$ cat config.mk
export PLATFORM = sky130hd
export DESIGN_NAME = mem_port_arbiter
export DESIGN_NICKNAME = d
export VERILOG_FILES = /design/src/rtl/mem_port_arbiter.sv
export SDC_FILE = /design/constraint.sdc
export NUM_CORES = 1
export LEC_CHECK = 0
export ABC_AREA = 1
export CORE_ASPECT_RATIO = 0.75
export CORE_UTILIZATION = 43
export CTS_CLUSTER_DIAMETER = 30
export DETAILED_ROUTE_END_ITERATION = 6
export PLACE_DENSITY = 0.83
export SLEW_MARGIN = 20
export SYNTH_ARGS = -nofsm -noshare
export SYNTH_HDL_FRONTEND = slang
export SYNTH_SLANG_ARGS = --single-unit
export TNS_END_PERCENT = 5
$ cat constraint.sdc
create_clock -name clk -period 2.2 [get_ports clk]
set_clock_uncertainty 0.2 [all_clocks]
set_input_delay 0.44 -clock clk [delete_from_list [all_inputs] [get_ports clk]]
set_output_delay 0.44 -clock clk [all_outputs]
set_load 0.005 [all_outputs]
$ cat src/rtl/mem_port_arbiter.sv
// rtl/mem_port_arbiter.sv - round-robin arbiter sharing one memory config port among N_REQ requesters
module mem_port_arbiter #(
  parameter int N_REQ   = 4,
  parameter int TIMEOUT = 16
) (
  input  logic               clk,
  input  logic               rst_n,
  input  logic [N_REQ-1:0]   req_valid,
  input  logic [N_REQ-1:0]   req_wr_rd_s,
  input  logic [8*N_REQ-1:0] req_addr,
  input  logic [8*N_REQ-1:0] req_wr_data,
  output logic [N_REQ-1:0]   req_done,
  output logic [N_REQ-1:0]   req_err,
  output logic [7:0]         req_rd_data,
  output logic               mem_sel_en,
  output logic [7:0]         mem_addr,
  output logic [7:0]         mem_wr_data,
  output logic               mem_wr_rd_s,
  input  logic [7:0]         mem_rd_data,
  input  logic               mem_ack
);

  localparam int IW = (N_REQ > 1) ? $clog2(N_REQ) : 1;
  localparam int SW = IW + 1;
  localparam int CW = $clog2(TIMEOUT);
  localparam logic [IW-1:0] LAST_IDX = IW'(N_REQ - 1);
  localparam logic [CW-1:0] CNT_LAST = CW'(TIMEOUT - 1);

  typedef enum logic [1:0] {
    IDLE    = 2'd0,
    ACCESS  = 2'd1,
    RELEASE = 2'd2
  } state_t;

  state_t        state;
  state_t        state_next;
  logic [IW-1:0] rr_ptr;
  logic [IW-1:0] gnt_idx;
  logic [IW-1:0] pick_idx;
  logic [IW-1:0] gnt_next_ptr;
  logic          pick_found;
  logic [SW-1:0] cand_sum;
  logic [IW-1:0] cand_idx;
  logic [CW-1:0] cnt;
  logic          grant;
  logic          finish;
  logic          timed_out;

  // Pointer handed to the arbiter after an access: one past the granted requester, wrapping.
  assign gnt_next_ptr = (gnt_idx == LAST_IDX) ? '0 : gnt_idx + 1'b1;

  // Round-robin search: first requester with req_valid set, starting at rr_ptr and wrapping.
  always_comb begin
    pick_found = 1'b0;
    pick_idx   = '0;
    cand_sum   = '0;
    cand_idx   = '0;
    for (int i = 0; i < N_REQ; i++) begin
      cand_sum = {1'b0, rr_ptr} + SW'(i);
      if (cand_sum >= SW'(N_REQ)) begin
        cand_sum = cand_sum - SW'(N_REQ);
      end
      cand_idx = cand_sum[IW-1:0];
      if (!pick_found && req_valid[cand_idx]) begin
        pick_found = 1'b1;
        pick_idx   = cand_idx;
      end
    end
  end

  // Next-state and per-edge strobes; an ack beats a coincident timeout.
  always_comb begin
    state_next = state;
    grant      = 1'b0;
    finish     = 1'b0;
    timed_out  = 1'b0;
    case (state)
      IDLE: begin
        if (pick_found) begin
          grant      = 1'b1;
          state_next = ACCESS;
        end
      end
      ACCESS: begin
        if (mem_ack) begin
          finish     = 1'b1;
          state_next = RELEASE;
        end else if (cnt == CNT_LAST) begin
          finish     = 1'b1;
          timed_out  = 1'b1;
          state_next = RELEASE;
        end
      end
      RELEASE: begin
        state_next = IDLE;
      end
      default: begin
        state_next = IDLE;
      end
    endcase
  end

  // State register.
  always_ff @(posedge clk or negedge rst_n) begin
    if (!rst_n) begin
      state <= IDLE;
    end else begin
      state <= state_next;
    end
  end

  // Datapath: latch the granted request, drive the memory port, report completion.
  always_ff @(posedge clk or negedge rst_n) begin
    if (!rst_n) begin
      rr_ptr      <= '0;
      gnt_idx     <= '0;
      cnt         <= '0;
      mem_sel_en  <= 1'b0;
      mem_addr    <= '0;
      mem_wr_data <= '0;
      mem_wr_rd_s <= 1'b0;
      req_done    <= '0;
      req_err     <= '0;
      req_rd_data <= '0;
    end else begin
      req_done    <= '0;
      req_err     <= '0;
      req_rd_data <= '0;
      if (grant) begin
        gnt_idx     <= pick_idx;
        mem_addr    <= req_addr[{pick_idx, 3'b000} +: 8];
        mem_wr_data <= req_wr_data[{pick_idx, 3'b000} +: 8];
        mem_wr_rd_s <= req_wr_rd_s[pick_idx];
        mem_sel_en  <= 1'b1;
        cnt         <= '0;
      end
      if (state == ACCESS) begin
        cnt <= cnt + 1'b1;
      end
      if (finish) begin
        mem_sel_en        <= 1'b0;
        req_done[gnt_idx] <= 1'b1;
        req_err[gnt_idx]  <= timed_out;
        req_rd_data       <= (timed_out || mem_wr_rd_s) ? 8'h00 : mem_rd_data;
        rr_ptr            <= gnt_next_ptr;
      end
    end
  end

endmodule

## Yosys cells after proc, flatten, opt, wreduce, memory -nomap -nowiden

Index checks and enable logic that the tools add are counted.
Widths: inputs -> output; s select.

| operators by class | value |
|---|---|
| bitwise logic cells | 1 |
| reduce and logical (&&, ||, !) cells | 12 |
| order comparisons | 11 |
| mux-type cells | 44 |
| add/subtract/negate cells | 9 |
| shifts and indexed selects | 2 |
| equal/unequal tests | 5 |

Operator list:

| cell | count |
|---|---|
| $shiftx 32x6->8 | 2 |
| $mux 2 | 12 |
| $mux 1 | 19 |
| $lt 2x3->1 const B | 6 |
| $mux 4 | 4 |
| $mux 8 | 2 |
| $bmux 1 s2 | 5 |
| $ge 3x3->1 const B | 3 |
| $sub 2x1->2 const B | 4 |
| $add 2x2->3 const B | 2 |
| $add 4x1->4 const B | 1 |
| $and 4x4->4 | 1 |
| $eq 4x4->1 const B | 1 |
| $logic_and 1x1->1 | 4 |
| $pmux 2 s2 | 1 |
| $reduce_bool 2->1 | 2 |
| $add 2x1->3 const B | 1 |
| $ge 2x3->1 const B | 1 |
| $logic_not 1->1 | 3 |
| $ne 3x3->1 const B | 1 |
| $add 2x1->2 const B | 1 |
| $demux 1 s2 | 1 |
| $eq 2x1->1 const B | 1 |
| $eq 2x2->1 const B | 1 |
| other kinds (5) | 5 |

| word-level totals | value |
|---|---|
| output and inout port bits | 34 |
| flip-flop bits (word level) | 44 |
| input port bits | 83 |

## Logic depth before layout (Yosys ltp)

| depth | value |
|---|---|
| depth in word-level cells | 18 |
| mapped depth | 16 |

## Worst setup path before layout

Ideal clock, no wire load.

| timing path | value |
|---|---|
| path type | flip-flop to flip-flop |
| start point | reg rr_ptr[0] |
| end point | reg mem_addr[7] |
| buffers on the path | 2 |
| slack | 263 ps |
| cell stages (with the launch flop) | 15 |
| data arrival time | 1620 ps |
| path through | dfrtp_1 -> buf_6 -> inv_4 -> nand2_1 -> nand3_1 -> nand2_1 -> nor2_4 -> nand3_4 -> nand3_4 -> buf_4 -> nand2_1 -> nand3_1 -> nand2_1 -> nand2_1 -> nand2_1 |

| between the ends | value |
|---|---|
| word-level cells in the longest chain between the ends | 16 |
| elaborated cells between the ends (all ways) | 40 |
| those cells by class | add/sub (7); order compare (4); shift (1); mux (22); reduce/logical (6) |

Ends and longest elaborated chain:

| item | RTL line | source |
|---|---|---|
| start: declaration | 37 | `logic [IW-1:0] rr_ptr;` |
| start signal: assignment | 145 | `rr_ptr <= gnt_next_ptr;` |
| branches (longest 16 deep; another with $add 2x1->3) | - |  |
| end signal: assignment | 131 | `mem_addr <= req_addr[{pick_idx, 3'b000} +: 8];` |
| end: declaration | 16 | `output logic [7:0] mem_addr,` |

Parallel ways; which one is timed is not known. The select of a mux whose other input is x is not followed.
A chain may end at the register's enable or synchronous reset.

## Worst setup path in the final report

| timing path | value |
|---|---|
| start point | reg rr_ptr[0] |
| end point | reg mem_addr[0] |

The elaborated chain is that of the path after synthesis.

==> summary by stage <==
Outcome
The run finished, with violations left. The final reports fail on negative hold slack, negative setup slack.

Synth
The post-synthesis sequential element count is 44. For this run, the register share of the synthesized area comes to 40.7%. When the netlist entered floorplanning its net count stood at 486. Yosys mapped the design onto 23 distinct sky130hd cell types. The mapped netlist covers 2700 sq um.

The Yosys warning count is 0. The count of mapped cells out of synthesis is 398. Averaged over all synthesized cells, the footprint is 6.79 sq um.

Clock network
The number of clock buffers inserted by TritonCTS is 5. For the worst-skew pair, the clock arrives at the later sink with an insertion delay of 0.30 ns. After clock tree synthesis, the clock-pin slew on the worst setup and hold paths is 0.08 ns. The cell sitting at the root of the clock tree is a clkbuf_8. The maximum buffer depth of the clock tree is 2. The H-tree generated during clock tree synthesis spans 2 levels. TritonCTS built the clock tree.

Counting every sink on the clock net gives 44.

Timing
The smallest clock period supported by the final layout is computed as 2.22 ns. The final-layout worst hold slack is -0.000811 ns. The total setup violations reported at the end of the flow is 5.

The pin slew with the least headroom to its limit is 0.550 ns. The count of final max-slew check failures is 0. The period utilization is 101%. The max-slew headroom at the worst pin is 63.3%. The final worst setup slack is -0.0187 ns.

The final count of hold timing violations is 1. Setup repair after global routing could not meet its margin everywhere. The fmax is 451 MHz.

Min path
In this run the worst hold path is classified as input port to asynchronous set/reset pin.

Worst setup path
Along the worst path, the maximum fanout reaches 10. The element type at the critical path start is a flip-flop. Traced cell by cell, the critical path runs through clkinv_4 > buf_6 > nand2_2 > nand2_2 > nand2_2 > nand2_2 > nor2_4 > buf_6 > nand3_1 > nand2_4 > inv_4 > nor2_4 > nand2_1 > nand3_1. The critical path's most frequent cell is nand2_2. The signal arrival time at the worst endpoint is 2.26 ns. The kind of end point of the critical path is a flip-flop.

The count of buffering cells on the critical path with inverters included is 4. The type of the worst setup path is flip-flop to flip-flop. The cell family contributing the most delay on the critical path is simple AND/OR/NAND/NOR gates.

The slowest stage of the critical path belongs to the cell dfrtp_2. The required time at the endpoint of the critical path is 2.24 ns. For this run, the slowest stage of the critical path takes 0.46 ns.

Floorplanning
The die outline width is 93.6 um. The area inside the core boundary is 5950 sq um. The die is 70.7 um tall. The initial standard-cell utilization of the core is 45.5%. The I/O pin total is 117.

The placement row count is 24. The floorplan step defined a die boundary enclosing 6610 sq um.

Global routing
Global routing finished with a remaining overflow of 0. The via count of the first global-routing pass is 2859. The number of antenna violations at the first check in global routing is 0. The global-route wire length before repair is 13300 um. For this run, the total global-route usage over all layers was measured as 25.7%. The pin count of the biggest net entering global routing is 45.

Placement
The HPWL after detailed placement is 5820 um. The worst setup timing slack at the placement stage is -0.395 ns. The final estimated routing congestion in global placement is 0.886. The count of input and output buffers is 116.

Power
IR analysis of the VDD net gives a maximum drop of 0.000822 V. Dividing total power by cell area gives a power density of 1570 nW/um^2. The leakage power of the design is 2.42 nW. The overall power of the completed layout is 7.23 mW.

Cells and area
The library cell used most frequently in the layout, excluding fill and tap cells, is clkdlybuf4s50_1. The layout has 390 filler cells. The fraction of layout instances using a drive strength above 1 is 20.4%. Compared with the post-synthesis result, the final layout area differs by 70.7%. The final net count is 632.

The top cell types in the final layout, fill and taps aside, are 111 x clkdlybuf4s50_1, 104 x nand2_1, 75 x inv_1, 42 x dfrtp_1, 34 x nand3_1. The count of antenna diodes in the layout is 0.

Route
Summed over all layers, the routed wires come to 9240 um. After detailed routing, the number of vias per cell comes to 5.13. The detailed-route DRC error count is 0. The total via count in the routed design is 3197. After the first detailed-routing iteration, the DRC count stood at 229. The average detailed-routed wire length per instance is 14.8 um. Once detail routing completed, the nets flagged for antenna violations numbered 0. The number of optimization iterations in the first detailed-route pass is 4.

Job
The tool flagged a number of max-cap violations equal to 0.
==> layout make-up <==
type | instances | area [sq um] | share of cell area, %
timing repair buffer | 148 | 1500 | 32.5
sequential | 44 | 1100 | 23.9
clock buffer | 6 | 72.6 | 1.57
tap | 78 | 97.6 | 2.11
clock inverter | 2 | 35.0 | 0.759
multi-input combinational | 261 | 1480 | 32.1
inverter | 84 | 325 | 7.05
==> metal layers <==
metal / track usage (%) / share of wire [%] / vias to the layer above
li1: - / - / 1522
met1: 32.8 / 40 / 1454
met5: 0 / 0 / -
met2: 43.7 / 49 / 196
met4: 7.18 / 2.7 / 0
met3: 6.13 / 8.1 / 25
==> sequential cells by signal, summed over array words and instances, names as in the netlist <==
name and count:
cnt 4, gnt_idx 2, mem_addr 8, mem_sel_en 1, mem_wr_data 8, mem_wr_rd_s 1, req_done 4, req_err 4
req_rd_data 8, rr_ptr 2, state 2
==> timing repair <==
action / 4_1_cts / 5_1_grt
setup endpoints to repair: 23 / 24
gates resized for setup: 13 / 87
hold buffers: 0 / 0
pin swaps: 6 / 28
cloned: 4 / 1
hold endpoints to repair: 0 / 0
setup buffers: 3 / 6
==> power by group <==
group	switching, mW	internal (mW)
Clock	0.282	0.337
Combinational	2.97	2.33
Sequential	0.205	1.10
Total	3.45	3.77
==> path summary, 6_finish.rpt <==
kind,depth (start not counted),slack (ns),to,start
max reg2reg,14,-0.02,mem_addr[0]$_DFFE_PN0P_,rr_ptr[0]$_DFFE_PN0P_
min,2,-0.0008,req_done[3]$_DFF_PN0_,rst_n
max,14,-0.02,mem_addr[0]$_DFFE_PN0P_,rr_ptr[0]$_DFFE_PN0P_
min reg2reg,2,0.29,mem_wr_data[5]$_DFFE_PN0P_,mem_wr_data[5]$_DFFE_PN0P_
max in group asynchronous,2,1.40,rr_ptr[0]$_DFFE_PN0P_,rst_n
min in group clk,2,0.29,mem_wr_data[5]$_DFFE_PN0P_,mem_wr_data[5]$_DFFE_PN0P_
==> cells by family after synthesis <==
group	after synthesis	synth area share, %
simple gates	226	37.3
xor+xnor	1	0.324
flops	44	40.7
fa+ha+maj	5	2.31
buf+inv	96	14.5
compound gates	26	4.81
==> through the flow <==
step	setup TNS, ns	cells	util [%]	area, sq um
global route	-1.83	623	77.6	4620
floorplan	0	398	-	2700
CTS	0	616	71.8	4270
finish	-0.0456	623	77.6	4620
global placement	-5.99	601	68.2	4050
detailed placement	-8.14	601	68.2	4050
==> synthesized netlist by cell type <==
cell | instances | area share [%]
nand2_1 | 135 | 19
inv_1 | 81 | 11
dfrtp_1 | 44 | 41
nand3_1 | 44 | 8.1
nor2_1 | 19 | 2.6
o21ai_0 | 19 | 3.5
nand4_1 | 17 | 3.9
buf_2 | 6 | 1.1
o21ai_1 | 6 | 1.1
ha_1 | 5 | 2.3
buf_4 | 4 | 1.1
nand2_2 | 4 | 0.93
inv_2 | 2 | 0.28
nand3_4 | 2 | 1.3
nor2_4 | 2 | 0.83
a21oi_1 | 1 | 0.18
buf_6 | 1 | 0.42
clkbuf_1 | 1 | 0.14
inv_4 | 1 | 0.23
nand3_2 | 1 | 0.37
nor2_2 | 1 | 0.23
nor3_1 | 1 | 0.18
xor2_1 | 1 | 0.32
No activity file was read; power rests on OpenSTA's default activity.
